==> src/rtl/uart_tx_arbiter.sv <==
// Round-robin arbiter letting several byte-stream requesters share one UART
// transmitter; a grant lasts until s_last or until MAX_BURST bytes have passed.
module uart_tx_arbiter #(
  parameter int NUM_REQ   = 4,
  parameter int MAX_BURST = 64,
  localparam int IDW      = $clog2(NUM_REQ)
) (
  input  logic                 clk,
  input  logic                 rst_n,
  input  logic [8*NUM_REQ-1:0] s_data,
  input  logic [NUM_REQ-1:0]   s_valid,
  input  logic [NUM_REQ-1:0]   s_last,
  output logic [NUM_REQ-1:0]   s_ready,
  output logic [7:0]           m_data,
  output logic                 m_valid,
  input  logic                 m_ready,
  output logic [IDW-1:0]       grant_id,
  output logic                 busy,
  output logic                 msg_done,
  output logic                 forced_rel
);

  typedef enum logic {IDLE, XFER} state_t;

  state_t         state_q, state_d;
  logic [IDW-1:0] gid_q, gid_d;
  logic [IDW-1:0] rr_q, rr_d;
  logic [8:0]     cnt_q, cnt_d;
  logic           done_q, done_d;
  logic           frc_q, frc_d;

  logic           found;
  logic [IDW-1:0] sel;
  logic           xfer, beat, last_beat, burst_end;

  // Rotating priority search: first valid requester at or above rr_q.
  always_comb begin
    // NOTE: every variable written here gets a default first, so no path can
    // leave one unassigned and infer a latch.
    found = 1'b0;
    sel   = rr_q;
    for (int i = 0; i < NUM_REQ; i++) begin
      if (!found && s_valid[(int'(rr_q) + i) % NUM_REQ]) begin
        found = 1'b1;
        sel   = IDW'((int'(rr_q) + i) % NUM_REQ);
      end
    end
  end

  assign xfer      = (state_q == XFER);
  assign beat      = xfer && s_valid[gid_q] && m_ready;
  assign last_beat = beat && s_last[gid_q];
  assign burst_end = beat && (cnt_q == 9'(MAX_BURST - 1));

  always_comb begin
    state_d = state_q;
    gid_d   = gid_q;
    rr_d    = rr_q;
    cnt_d   = cnt_q;
    done_d  = 1'b0;
    frc_d   = 1'b0;
    unique case (state_q)
      IDLE: begin
        if (found) begin
          gid_d   = sel;
          cnt_d   = '0;
          state_d = XFER;
        end
      end
      XFER: begin
        if (beat) begin
          cnt_d = cnt_q + 9'd1;
          if (last_beat || burst_end) begin
            state_d = IDLE;
            done_d  = 1'b1;
            // s_last wins when it coincides with the burst limit.
            frc_d   = !s_last[gid_q];
            rr_d    = (gid_q == IDW'(NUM_REQ - 1)) ? '0 : gid_q + 1'b1;
          end
        end
      end
      default: state_d = IDLE;
    endcase
  end

  always_ff @(posedge clk or negedge rst_n) begin
    if (!rst_n) begin
      state_q <= IDLE;
      gid_q   <= '0;
      rr_q    <= '0;
      cnt_q   <= '0;
      done_q  <= 1'b0;
      frc_q   <= 1'b0;
    end else begin
      // NOTE: non-blocking assignments so every register samples the values
      // computed before this edge, independent of statement order.
      state_q <= state_d;
      gid_q   <= gid_d;
      rr_q    <= rr_d;
      cnt_q   <= cnt_d;
      done_q  <= done_d;
      frc_q   <= frc_d;
    end
  end

  // Data path is a pure mux on the held grant; nothing passes while IDLE.
  assign m_data     = s_data[{gid_q, 3'b000} +: 8];
  assign m_valid    = xfer && s_valid[gid_q];
  assign s_ready    = xfer ? (NUM_REQ'(m_ready) << gid_q) : '0;
  assign grant_id   = gid_q;
  assign busy       = xfer;
  assign msg_done   = done_q;
  assign forced_rel = frc_q;

endmodule
==> config.mk <==
export PLATFORM = sky130hd
export DESIGN_NAME = uart_tx_arbiter
export DESIGN_NICKNAME = d
export VERILOG_FILES = /design/src/rtl/uart_tx_arbiter.sv
export SDC_FILE = /design/constraint.sdc
export NUM_CORES = 1
export LEC_CHECK = 0
export ABC_AREA = 1
export BUFFER_PORTS_ARGS = -buffer_cell sky130_fd_sc_hd__buf_4
export CAP_MARGIN = 20
export CORE_UTILIZATION = 30
export DETAILED_ROUTE_END_ITERATION = 8
export SYNTH_ARGS = -nofsm -noshare
export SYNTH_HDL_FRONTEND = slang
export SYNTH_SLANG_ARGS = --single-unit
==> constraint.sdc <==
create_clock -name clk -period 3.3 [get_ports clk]
set_clock_uncertainty 0.15 [all_clocks]
set_input_delay 0.66 -clock clk [delete_from_list [all_inputs] [get_ports clk]]
set_output_delay 0.66 -clock clk [all_outputs]
set_load 0.03 [all_outputs]
# --- Yosys cells after proc, flatten, opt, wreduce, memory -nomap -nowiden ---
# Index checks and enable logic that the tools add are counted.
# Widths: inputs -> output; s select.
word_totals:
  regBits: 16
  out_inout_bits: 18
  inputBits: 43
op_classes:
  order_cmp: 5
  n_reduce_logical: 18
  n_eq_ne: 4
  muxes: 37
  add_sub_neg: 5
  n_shift: 2
  bitwise_logic: 4
op_table:
  columns: ["operator", "count"]
  rows:
  - ["$shiftx 32x6->8", 1]
  - ["$mux 1", 22]
  - ["$mux 9", 2]
  - ["$pmux 9 s2", 1]
  - ["$bmux 1 s2", 6]
  - ["$lt 3x4->1 const B", 3]
  - ["$add 9x1->9 const B", 1]
  - ["$eq 9x6->1 const B", 1]
  - ["$mux 2", 4]
  - ["$logic_and 1x1->1", 7]
  - ["$lt 2x3->1 const B", 2]
  - ["$reduce_or 2->1", 3]
  - ["$add 2x1->2 const B", 2]
  - ["$add 2x2->2 const B", 2]
  - ["$logic_not 1->1", 4]
  - ["$mux 4", 1]
  - ["$reduce_and 2->1", 2]
  - ["$shl 1x2->4", 1]
  - ["$and 1x1->1 const A", 3]
  - ["$reduce_and 3->1", 1]
  - ["$eq 2x2->1 const B", 1]
  - ["$ne 2x1->1 const B", 1]
  - ["$ne 2x2->1 const B", 1]
  - ["$pmux 1 s2", 1]
  - ["other kinds (2)", 2]

# --- Longest topological paths before layout ---
# Gate-level depths: netlist (run 1).
logic_depth:
  ltp_word: 16
  depth_mapped: 14

# --- Worst setup path before layout (run 1) ---
# Ideal clock, no wire load.
synth_path:
  path_type: "reg2out"
  from: "register gid_q[0], in the netlist grant_id[0]"
  to: "output s_ready[0]"
  slack_ns: 0.536
  path_buffers: 2
  arrival_ns: 1.954
  path_stages_with_launch: 6
  t_required_ns: 2.490
  cell_sequence: "dfrtp_1 -> inv_1 -> clkbuf_1 -> clkbuf_1 -> nand2_1 -> nor3_1"
synth_between:
  elab_chain_len: 2
synth_rtl:
  columns: ["item", "line_no", "source"]
  rows:
  - ["start: declaration", "26", "logic [IDW-1:0] gid_q, gid_d;"]
  - ["start signal: assignment", "98", "gid_q <= gid_d;"]
  - ["$shl 1x2->4", "109", "assign s_ready = xfer ? (NUM_REQ'(m_ready) << gid_q) : '0;"]
  - ["$mux 4", "109", null]
  - ["end: declaration", "13", "output logic [NUM_REQ-1:0] s_ready,"]
# Every way passes these cells.

# --- Worst setup path in the final report (run 1) ---
layout_path:
  from: "register gid_q[0], in the netlist grant_id[0]"
  to: "output m_valid"
layout_between:
  elab_chain_len: 3
layout_rtl:
  columns: ["item", "line_no", "source"]
  rows:
  - ["$bmux 1 s2", "108", "assign m_valid = xfer && s_valid[gid_q];"]
  - ["$mux 1 (not written as such)", "108", null]
  - ["$logic_and 1x1->1", "108", null]
  - ["end: declaration", "15", "output logic m_valid,"]
# Every way passes these cells. The select of a mux whose other input is x is not followed.

==> metrics.md, run 1 <==
| Metric | Value |
|---|---|
| Outcome | `finished clean` |
| Via density per instance | `4.75` |
| Largest net degree at the start of global routing | `25` |
| CTS clk-pin slew, worst paths | `70 ps` |
| Initial core utilization | `31.6%` |
| Drt first-iter violations | `66` |
| Filler instances | `453` |
| CTS buffer count | `3` |
| Routed wirelength normalized by instance count | `12.4 um` |
| Post-Synthesis Mean Instance Area | `6.56 um2` |
| Post-detail-place hpwl | `3070 um` |
| Io pins | `61` |
| Area of combinational cells with multiple inputs | `902 um2` |
| Cells along the critical path | `inv_1, o21ai_1, a21oi_2, buf_4` |
| Site Rows | `24` |
| Flip-flop cell with the highest count after synthesis | `dfrtp_1` |
| Largest stage delay on the critical path | `440 ps` |
| Post-route ant nets | `0` |
| Total setup violations reported at the end of the flow | `0` |
| Post-CTS setup repair buffer count | `0` |
| PnR Total Power | `1.79 mW` |
| Final net count | `317` |
| Capturing point of the worst reg2reg path | `grant_id[0]$_DFFE_PN0P_` |
| Final count of pins violating max slew | `0` |
| Number of antenna violations at the first check in global routing | `0` |
| Die outline height | `70.2 um` |
| Leakage power | `0.977 nW` |
| Total Negative Setup Slacks | `0 ps` |
| Sequential area share after synthesis | `28.7%` |
| Total gr overflow | `0` |
| Switch share | `55.4%` |
| Peak Freq | `381 MHz` |
| Internal power contribution | `798 uW` |
| Wire length of the first global-routing pass | `7080 um` |
| Arrival time reported for the critical path endpoint | `1810 ps` |
| Clk Tree Root Cell | `clkbuf_8` |
| Non-filler instance count after layout | `323` |
| Resized Gates After CTS | `0` |
| Overall Global Routing Usage | `17.4%` |
| Required time of the critical path | `2490 ps` |
| Type of element capturing the critical path | `output pin` |
| Netlist Area Pre-Place | `1400 um2` |
| Count of input and output buffers | `60` |
| Footprint of the flip-flops and latches | `400 um2` |
| Final hold vios | `0` |
| TritonCTS sink count | `16` |
| Core area | `4410 um2` |
| Met3 layer usage reported by global route | `3.75%` |
| Share of total power in sequential cells | `18.4%` |
| TritonCTS clock tree | `done` |
| Fraction of final layout cells sized beyond drive strength 1 | `32.1%` |
| Final Routed Wirelength | `3990 um` |
| 1st-pass router iterations | `4` |
| Fraction of post-synthesis cell area in the top cell type by area | `28.7%` |
| Maximum number of buffers from clock root to sink | `2` |
| Die area | `4930 um2` |
| Syn-to-layout area delta | `39.0%` |
| Weighted congestion reported at the end of routability-driven placement | `0.750` |
| Vias after detailed routing | `1534` |
| Maximum net fanout on the critical path | `22` |
| Syn Inst Count | `213` |
| Inserted Diodes | `0` |
| Top-count cell post-synth | `nand2_1` |
| Worst r2r src | `rr_q[0]$_DFFE_PN0P_` |
| Chip width | `70.2 um` |
| Placed instance count | `319` |
| Async SR Flop Fraction | `100%` |
| Clock insertion delay at the later pin of the skew report | `250 ps` |
| Fin crit period | `2620 ps` |
| Number of synthesis warnings | `0` |
| Global route hottest layer | `met2` |
| Clock group share of total power | `10.0%` |
| Worst Reg2Reg Path Length in Cells | `11` |
| Fraction of met2 tracks used by global routing | `28.7%` |
| Yosys top cell by area | `dfrtp_1` |
| Number of enable-type register cells in the synthesized netlist | `0` |
| Total net switching power | `992 uW` |
| Hold buffer count at CTS | `0` |
| Worst voltage drop across the vdd grid | `0.000412 V` |
| GR met1 Demand/Resource | `23.8%` |
| Top cells by area, synth | `dfrtp_1, nand2_1, o21ai_0, nor2_1, nand3_1` |
| Number of synthesized register bits | `16` |
| Class of the tightest hold or removal check | `input port to async pin` |
| DRC violations left | `0` |
| Transition time of the tightest slew-check pin | `584 ps` |
| Total power per unit cell area | `922 nW/um2` |
| Most instantiated cells after synthesis | `nand2_1, nor2_1, o21ai_0, nand3_1, dfrtp_1` |
| Unique masters post-synth | `28` |
| H-tree level count | `1` |
| Total nets after synthesis | `258` |
| Final cycle utilization of the critical path | `79.4%` |
| Unrepaired setup endpoints after global routing | `no` |
| Number of global-route vias before repair | `1503` |
| Max cap viols | `0` |
| Worst setup slack for register-to-register paths | `1250 ps` |
| Class of the most critical setup path | `flip-flop to output pin` |
| Standard cell with the maximum stage delay on the critical path | `inv_1` |
| Element type at the critical path start | `flip-flop` |
| Headroom to the max-slew limit | `61.0%` |
| Share of total power in combinational logic | `71.6%` |
power groups by stage:
stage	clock network [mW]	logic, mW	registers [mW]
floorplan	0	0.919	0.338
global placement	0	1.28	0.333
detailed placement	0	1.29	0.332
CTS	0.187	1.29	0.329
global route	0.195	1.42	0.345
finish	0.179	1.28	0.329
flip-flops by register name, summed over array words and instances, names as in the netlist:
signal,cells
cnt_q,9
grant_id,2
rr_q,2
busy,1
forced_rel,1
msg_done,1
stage by stage:
step                instance area [um2]  hold slack (ps)  setup slack (ps)  utilization [%]
floorplan                          1400              214               536                -
CTS                                1940              107               663             44.0
finish                             1940              105               679             44.0
global route                       1940              109               519             44.0
detailed placement                 1890              348               890             42.7
global placement                   1890              342               904             42.7
metal layers:
metal	vias up	wire length, um
met1	682	1890
met4	0	27
met5	-	0
li1	815	-
met2	33	1920
met3	4	158
worst max-delay path, delay by kind of cell, from the launching register on:
family,cells,cell delay [ps]
AOI/OAI and AO/OA,2,520
buffers and inverters,2,660
DFF,1,370
kinds of logic after synthesis:
family	Yosys count	synth area share (%)
AND/OR/NAND/NOR	127	41.3
XOR/XNOR	7	4.39
adder cells (fa/ha/maj)	2	1.79
buffers and inverters	22	6.72
flip-flops	16	28.7
AO/OA/AOI/OAI	39	17.1
layout by cell type, fill, tap and decap left out, drive strengths merged:
master  instances
xor2            6
nor2           32
o22a            1
dfrtp          16
a21oi           4
buf            62
o22ai           8
ha              2
clkinv          1
nand3b          1
nand4           1
inv            13
clkbuf          4
nand3          19
xnor2           1
nand2          66
nor3            7
nor3b           1
o21ai          26
how the worst max path moves through the flow:
stage                 end  slack [ps]                    start  cells after the start
5_1_grt           m_valid         520  grant_id[0]$_DFFE_PN0P_                      4
6_report          m_valid         680  grant_id[0]$_DFFE_PN0P_                      4
4_1_cts           m_valid         660  grant_id[0]$_DFFE_PN0P_                      4
3_5_place_dp      m_valid         890               s_valid[1]                      6
2_1_floorplan  s_ready[0]         540  grant_id[0]$_DFFE_PN0P_                      5
3_3_place_gp      m_valid         900               s_valid[1]                      6
area by class of cell:
cell class / instances / area share, %
Tap cell: 52 / 3.35
Sequential cell: 16 / 20.6
Inverter: 14 / 2.71
Multi-Input combinational cell: 175 / 46.5
Clock buffer: 4 / 2.84
Timing Repair Buffer: 62 / 24.0
No activity file was read; power rests on OpenSTA's default activity.
==> run 2: changes to the inputs <==
- ABC_AREA: 1 -> 0
- clock period: 3.3 -> 2.1 ns (I/O delays scaled with it)
==> run 2 against run 1 <==
Compared with the run above:
- the run now ends with setup timing left
- global-route usage decreased by 1.1 points
- largest cell class unchanged
- critical path depth decreased by 1
- critical path type unchanged
- power increased by 16%
- combinational power increased by 9%
==> metrics.md, run 2 <==
| Metric | Value |
|---|---|
| Outcome | `complete, but fails checks` |
| Violated checks | `setup timing` |
| Routed wirelength normalized by instance count | `14.0 um (+13%)` |
| Total nets after synthesis | `149 (-42%)` |
| Clk Tree Root Cell | `clkbuf_4` |
| End-of-flow core utilization | `51.1% (+7.2 points)` |
| Wire length of the first global-routing pass | `5060 um (-29%)` |
| Chip width | `62.5 um (-11%)` |
| Post-route ant nets | `0 (unchanged)` |
| 1st-pass router iterations | `4 (unchanged)` |
| Fin crit period | `2160 ps` |
| Worst r2r src | `grant_id[0]$_DFFE_PN0P_` |
| Standard cell with the maximum stage delay on the critical path | `mux4_2` |
| Fraction of final layout cells sized beyond drive strength 1 | `52.0% (+20 points)` |
| Top-count cell post-synth | `dfrtp_1` |
| CTS clk-pin slew, worst paths | `90 ps (+20 ps)` |
| Syn-to-layout area delta | `59.2%` |
| Post-layout worst setup margin | `-55.0 ps (-734 ps)` |
| Final net count | `219 (-31%)` |
| Top cells by area, synth | `dfrtp_1, mux4_2, mux4_1, nand2_1, o21ai_0` |
| Placed instance count | `211 (-34%)` |
| Maximum number of buffers from clock root to sink | `2 (unchanged)` |
| Post-Synthesis Mean Instance Area | `10.6 um2 (+61%)` |
| Overall Global Routing Usage | `16.3% (-1.1 points)` |
| Unique masters post-synth | `33 (+18%)` |
| Non-filler instance count after layout | `219 (-32%)` |
| Yosys top cell by area | `dfrtp_1` |
| Final count of pins violating max slew | `0 (unchanged)` |
| Arrival time reported for the critical path endpoint | `1590 ps (-220 ps)` |
| Transition time of the tightest slew-check pin | `648 ps (+64.2 ps)` |
| Worst path bufs/invs | `1 (-1)` |
| Fraction of post-synthesis cell area in the top cell type by area | `36.5% (+7.8 points)` |
| Top library cells by usage in the layout, fill and taps aside | `buf_4, dfrtp_1, nand2_1` |
| Netlist Area Pre-Place | `1100 um2 (-21%)` |
| Class of the most critical setup path | `flip-flop to output pin` |
| Class of the tightest hold or removal check | `input port to flip-flop` |
| Worst voltage drop across the vdd grid | `0.000525 V (+27%)` |
| Maximum net fanout on the critical path | `4 (-82%)` |
| Via density per instance | `5.06 (+6.5%)` |
| Sequential area share after synthesis | `36.5% (+7.8 points)` |
| Category of cells accounting for the largest share of critical-path delay | `multiplexers` |
| Die area | `3900 um2 (-21%)` |
| Clock insertion delay at the later pin of the skew report | `290 ps (+40 ps)` |
| Core area | `3420 um2 (-23%)` |
| Total Negative Setup Slacks | `-173 ps (-173 ps)` |
| Unrepaired setup endpoints after global routing | `yes` |
| TritonCTS clock tree | `done` |
| TritonCTS sink count | `16 (unchanged)` |
| Inserted Diodes | `0 (unchanged)` |
| H-tree level count | `1 (unchanged)` |
| Most instantiated cells after synthesis | `dfrtp_1, nand2_1, o21ai_0` |
| Syn Inst Count | `104 (-51%)` |
| Headroom to the max-slew limit | `56.8% (-4.2 points)` |
| Peak Freq | `464 MHz` |
| Largest stage delay on the critical path | `560 ps (+120 ps)` |
| Worst Setup SP | `grant_id[0]$_DFFE_PN0P_` |
| DRC violations left | `0 (unchanged)` |
| Largest net degree at the start of global routing | `17 (-32%)` |
| Max cap viols | `0 (unchanged)` |
| Final cycle utilization of the critical path | `103%` |
| Element type at the critical path start | `flip-flop` |
| Flip-flop cell with the highest count after synthesis | `dfrtp_1` |
| Cells along the critical path | `mux4_2, and2_4, buf_6` |
| Source of the worst hold timing path | `s_valid[1]` |
| Number of flip-flops under the largest register name | `9 (unchanged)` |
| Commonest non-fill, non-tap cell in the layout | `buf_4` |
| Io pins | `61 (unchanged)` |
| Total setup violations reported at the end of the flow | `9 (+9)` |
| Final Routed Wirelength | `3070 um (-23%)` |
| Vias after detailed routing | `1108 (-28%)` |
| Weighted congestion reported at the end of routability-driven placement | `0.749 (-0.12%)` |
| Final hold vios | `0 (unchanged)` |
| Leakage power | `0.816 nW (-16%)` |
| Register with the highest flop count | `cnt_q` |
| Number of global-route vias before repair | `1110 (-26%)` |
| Number of antenna violations at the first check in global routing | `0 (unchanged)` |
| Async SR Flop Fraction | `100% (unchanged)` |
| Post-detail-place hpwl | `2450 um (-20%)` |
| Count of input and output buffers | `60 (unchanged)` |
| Type of element capturing the critical path | `output pin` |
| PnR Total Power | `2.07 mW (+16%)` |
| Number of synthesis warnings | `0 (unchanged)` |
| Required time of the critical path | `1530 ps (-960 ps)` |
| Number of enable-type register cells in the synthesized netlist | `0 (unchanged)` |
| Total power per unit cell area | `1190 nW/um2 (+28%)` |
| Number of synthesized register bits | `16 (unchanged)` |
| Initial core utilization | `32.1% (+0.49 points)` |
| Total gr overflow | `0 (unchanged)` |
| Die outline height | `62.5 um (-11%)` |
| Drt first-iter violations | `33 (-50%)` |
| Site Rows | `21 (-13%)` |
| CTS buffer count | `3 (unchanged)` |
| Post-placement setup slack | `120 ps (-770 ps)` |
==> run 2: metrics by stage <==
stage | hold WS (ps) | area (um2)
2_1_floorplan | -25.6 | 1110
3_3_place_gp | 141 | 1630
3_5_place_dp | 144 | 1630
4_1_cts | 316 | 1730
5_1_grt | 300 | 1750
6_report | 326 | 1750
==> run 2: where the power goes <==
group	leakage, nW	internal (mW)	switching, mW
Sequential	0.208	0.388	0.0898
Combinational	0.587	0.658	0.730
Clock	0.0210	0.106	0.0995
Total	0.816	1.15	0.919
==> run 2: worst paths after layout <==
check | endpoint | slack, ps | depth (start not counted)
min in group asynchronous | cnt_q[8]$_DFFE_PN0P_ | 370 | 2
worst min register to register | cnt_q[4]$_DFFE_PN0P_ | 350 | 1
max in group asynchronous | grant_id[0]$_DFFE_PN0P_ | 1230 | 2
worst max-delay path | m_valid | -60 | 3
worst min-delay path | grant_id[1]$_DFFE_PN0P_ | 330 | 3
worst max register to register | cnt_q[8]$_DFFE_PN0P_ | 140 | 6
==> run 2: worst min-delay path, stage by stage <==
cell      delay (ps)
buf_4            100
a211oi_1          50
o22a_1           160
==> run 2: metal layers <==
metal	share of wire [%]	vias up	global-route usage, %	wire [um]
met2	54	36	30.4	1650
met4	0.39	0	2.62	12
met5	0	-	0	0
met3	4.8	2	3.28	147
li1	-	540	-	-
met1	41	530	19.3	1260
==> run 2: area by class of cell <==
| type | instances | area, um2 |
|---|---|---|
| clock buffers | 4 | 36.3 |
| well taps | 46 | 57.6 |
| repair buffers | 69 | 562 |
| flip-flops and latches | 16 | 402 |
| multi-input cells | 83 | 686 |
| inverters | 1 | 3.75 |
| fillers | 320 | 1670 |
==> run 2: logic make-up after synthesis <==
group,Yosys count,share of synthesized area (%)
buf+inv,5,2.39
xor+xnor,2,1.60
compound gates,24,13.2
mux,12,23.7
flops,16,36.5
fa+ha+maj,2,2.28
simple gates,43,20.3
==> run 2: timing repair <==
| item | CTS | global route |
|---|---|---|
| buffers inserted | 3 | 0 |
| pin swaps | 0 | 2 |
| hold buffers | 1 | 0 |
| resized for setup | 15 | 4 |
| hold endpoints to repair | 16 | 0 |
| endpoints found under the setup margin | 9 | 13 |
==> run 3: changes to the inputs <==
- CORE_ASPECT_RATIO: unset -> 1.1
- SKIP_LAST_GASP: unset -> 1
==> run 3 against run 2 <==
Compared with the run above:
- core utilization is essentially flat
- power decreased by 1.0%
- clock power down 5%
- die area about the same
- worst hold slack better by 17 ps
- sequential cell count unchanged
- largest power group unchanged
- critical path type unchanged
- wire length hardly changed
- final area barely moved
- non-clock buffer count is the same
- worst setup slack gained 28 ps
- maximum frequency is 1.3% higher
- critical path depth did not move
- the flow still finishes with violations (setup timing)
==> metrics.md, run 3 (synthesis results as in run 2) <==
| Metric | Value |
|---|---|
| Uppermost metal layer occupied by signal nets | `met4` |
| Element type at the critical path start | `flip-flop` |
| Drt first-iter violations | `25 (-24%)` |
| Clock insertion delay at the later pin of the skew report | `280 ps (about the same)` |
| Register with the highest flop count | `cnt_q` |
| Core area | `3410 um2 (about the same)` |
| Number of global-route vias before repair | `1103 (-0.63%)` |
| Capturing point of the worst reg2reg path | `cnt_q[7]$_DFFE_PN0P_` |
| Worst Reg2Reg Path Length in Cells | `6 (unchanged)` |
| Leakage power | `0.816 nW (about the same)` |
| Worst voltage drop across the vdd grid | `0.000527 V (+0.51%)` |
| Total power per unit cell area | `1170 nW/um2 (-0.95%)` |
| Worst setup slack for register-to-register paths | `90 ps (-50 ps)` |
| Filler instances | `337 (+5.3%)` |
| Share of total power in combinational logic | `67.1% (about the same)` |
| Commonest non-fill, non-tap cell in the layout | `buf_4` |
| Clk Tree Root Cell | `clkbuf_4` |
| Max cap viols | `0 (unchanged)` |
| Largest net degree at the start of global routing | `17 (unchanged)` |
| Total gr overflow | `0 (unchanged)` |
| Io pins | `61 (unchanged)` |
| Arrival time reported for the critical path endpoint | `1560 ps (-30 ps)` |
| Unrepaired setup endpoints after global routing | `yes` |
| Weighted congestion reported at the end of routability-driven placement | `0.728 (-2.8%)` |
| Worst setup path end | `m_valid` |
| Post-route ant nets | `0 (unchanged)` |
| Required time of the critical path | `1530 ps (about the same)` |
| Area of combinational cells with multiple inputs | `673 um2 (-1.8%)` |
| Final net count | `219 (unchanged)` |
| WL met1 | `1180 um (-6.6%)` |
| Internal power contribution | `1.16 mW (+1.2%)` |
| Final count of pins violating max slew | `0 (unchanged)` |
| TritonCTS sink count | `16 (unchanged)` |
| Final hold vios | `0 (unchanged)` |
| H-tree level count | `1 (unchanged)` |
| TritonCTS clock tree | `done` |
| 1st-pass router iterations | `4 (unchanged)` |
| Via density per instance | `4.96 (-1.9%)` |
| Transition time of the tightest slew-check pin | `521 ps (-127 ps)` |
| Die outline height | `65.4 um (+4.7%)` |
| PnR Total Power | `2.05 mW (-1.0%)` |
| Maximum net fanout on the critical path | `5 (+1)` |
| Footprint of the flip-flops and latches | `402 um2 (unchanged)` |
| Die area | `3900 um2 (about the same)` |
| Total setup violations reported at the end of the flow | `5 (-4)` |
| Class of the tightest hold or removal check | `input port to flip-flop` |
| Vias after detailed routing | `1097 (-0.99%)` |
| Post-placement setup slack | `85.9 ps (-34.6 ps)` |
| Overall Global Routing Usage | `15.8% (-0.53 points)` |
| Total length of routed met3 wires | `314 um (+110%)` |
| Count of input and output buffers | `60 (unchanged)` |
| Violated checks | `setup timing` |
| Type of element capturing the critical path | `output pin` |
| Inserted Diodes | `0 (unchanged)` |
| Switch share | `43.2% (-1.2 points)` |
| Total net switching power | `884 uW (-3.8%)` |
| Number of antenna violations at the first check in global routing | `0 (unchanged)` |
| Clock group share of total power | `9.5% (-0.4 points)` |
| Outcome | `complete, but fails checks` |
| Final Routed Wirelength | `3070 um (about the same)` |
| Fin crit period | `2130 ps (-28.3 ps)` |
| Peak Freq | `470 MHz (+1.3%)` |
| Share of total power in sequential cells | `23.4% (+0.3 points)` |
| CTS buffer count | `3 (unchanged)` |
| Headroom to the max-slew limit | `65.3% (+8.5 points)` |
| Class of the most critical setup path | `flip-flop to output pin` |
| Number of flip-flops under the largest register name | `9 (unchanged)` |
| Chip width | `59.7 um (-4.5%)` |
| Met2 layer wire length in the routed design | `1570 um (-4.7%)` |
| Post-detail-place hpwl | `2400 um (-2.2%)` |
| DRC violations left | `0 (unchanged)` |
| Initial core utilization | `32.1% (about the same)` |
| Worst Setup SP | `grant_id[0]$_DFFE_PN0P_` |
| Syn-to-layout area delta | `59.1% (about the same)` |
| Routed wirelength normalized by instance count | `13.9 um (-0.87%)` |
| Maximum number of buffers from clock root to sink | `2 (unchanged)` |
| Worst r2r src | `grant_id[0]$_DFFE_PN0P_` |
| Fraction of final layout cells sized beyond drive strength 1 | `50.3% (-1.7 points)` |
| Final cycle utilization of the critical path | `101% (-1.3 points)` |
| Site Rows | `22 (+4.8%)` |
| Wire length of the first global-routing pass | `4680 um (-7.5%)` |
| Post-layout worst setup margin | `-26.8 ps (+28.3 ps)` |
| CTS clk-pin slew, worst paths | `90 ps (about the same)` |
| Top library cells by usage in the layout, fill and taps aside | `buf_4, dfrtp_1, nand2_1` |
## run 3: cell counts in the layout (fill, tap and decap cells not counted)
Identical to the previous run, type by type.
## run 3: power by group through the flow
stage	clock network (mW)	logic, mW	registers, mW
4_1_cts	0.205	1.36	0.479
3_5_place_dp	0	1.19	0.503
3_3_place_gp	0	1.19	0.495
5_1_grt	0.214	1.48	0.495
2_1_floorplan	0	0.745	0.531
6_report	0.195	1.37	0.480
## run 3: through the flow
stage	hold slack [ps]	TNS, ps	utilization, %	instances	cell area, um2
floorplan	-25.6	0	-	104	1110
global placement	138	0	47.7	212	1630
detailed placement	139	0	47.7	212	1630
CTS	334	-189	50.8	220	1730
global route	355	-523	51.1	221	1750
finish	343	-33.2	51.1	221	1750
## run 3: layout make-up
cell class	count	share of cell area (%)
Timing Repair Buffer	69	32.7
Clock buffer	4	2.08
Multi-Input combinational cell	83	38.6
Sequential cell	16	23.0
Inverter	1	0.215
Tap cell	48	3.44
## run 3: timing repair
item / 4_1_cts / 5_1_grt
buffers inserted: 3 / 1
hold endpoints to repair: 16 / 0
endpoints found under the setup margin: 9 / 10
hold buffers: 1 / 0
gates resized for setup: 13 / 2
## run 3: worst min-delay path by stage
stage                           from                      end  slack [ps]  cells past startpoint
after global placement         rst_n     cnt_q[2]$_DFFE_PN0P_         140                      1
final                     s_valid[1]  grant_id[1]$_DFFE_PN0P_         340                      3
after global routing      s_valid[1]  grant_id[1]$_DFFE_PN0P_         360                      3
after floorplan                rst_n           busy$_DFF_PN0_         -30                      0
after CTS                 s_valid[1]  grant_id[1]$_DFFE_PN0P_         330                      3
after detailed placement       rst_n     cnt_q[5]$_DFFE_PN0P_         140                      1
## run 3: per-layer routing
metal / vias up / track usage [%]
li1: 537 / -
met1: 508 / 16.4
met2: 50 / 29.6
met3: 2 / 3.74
met4: 0 / 6.10
met5: - / 0
## run 3: critical path: stages, from the launching register on
cell,delay (ps)
dfrtp_2,450
mux4_2,530
and2_4,180
buf_6,130
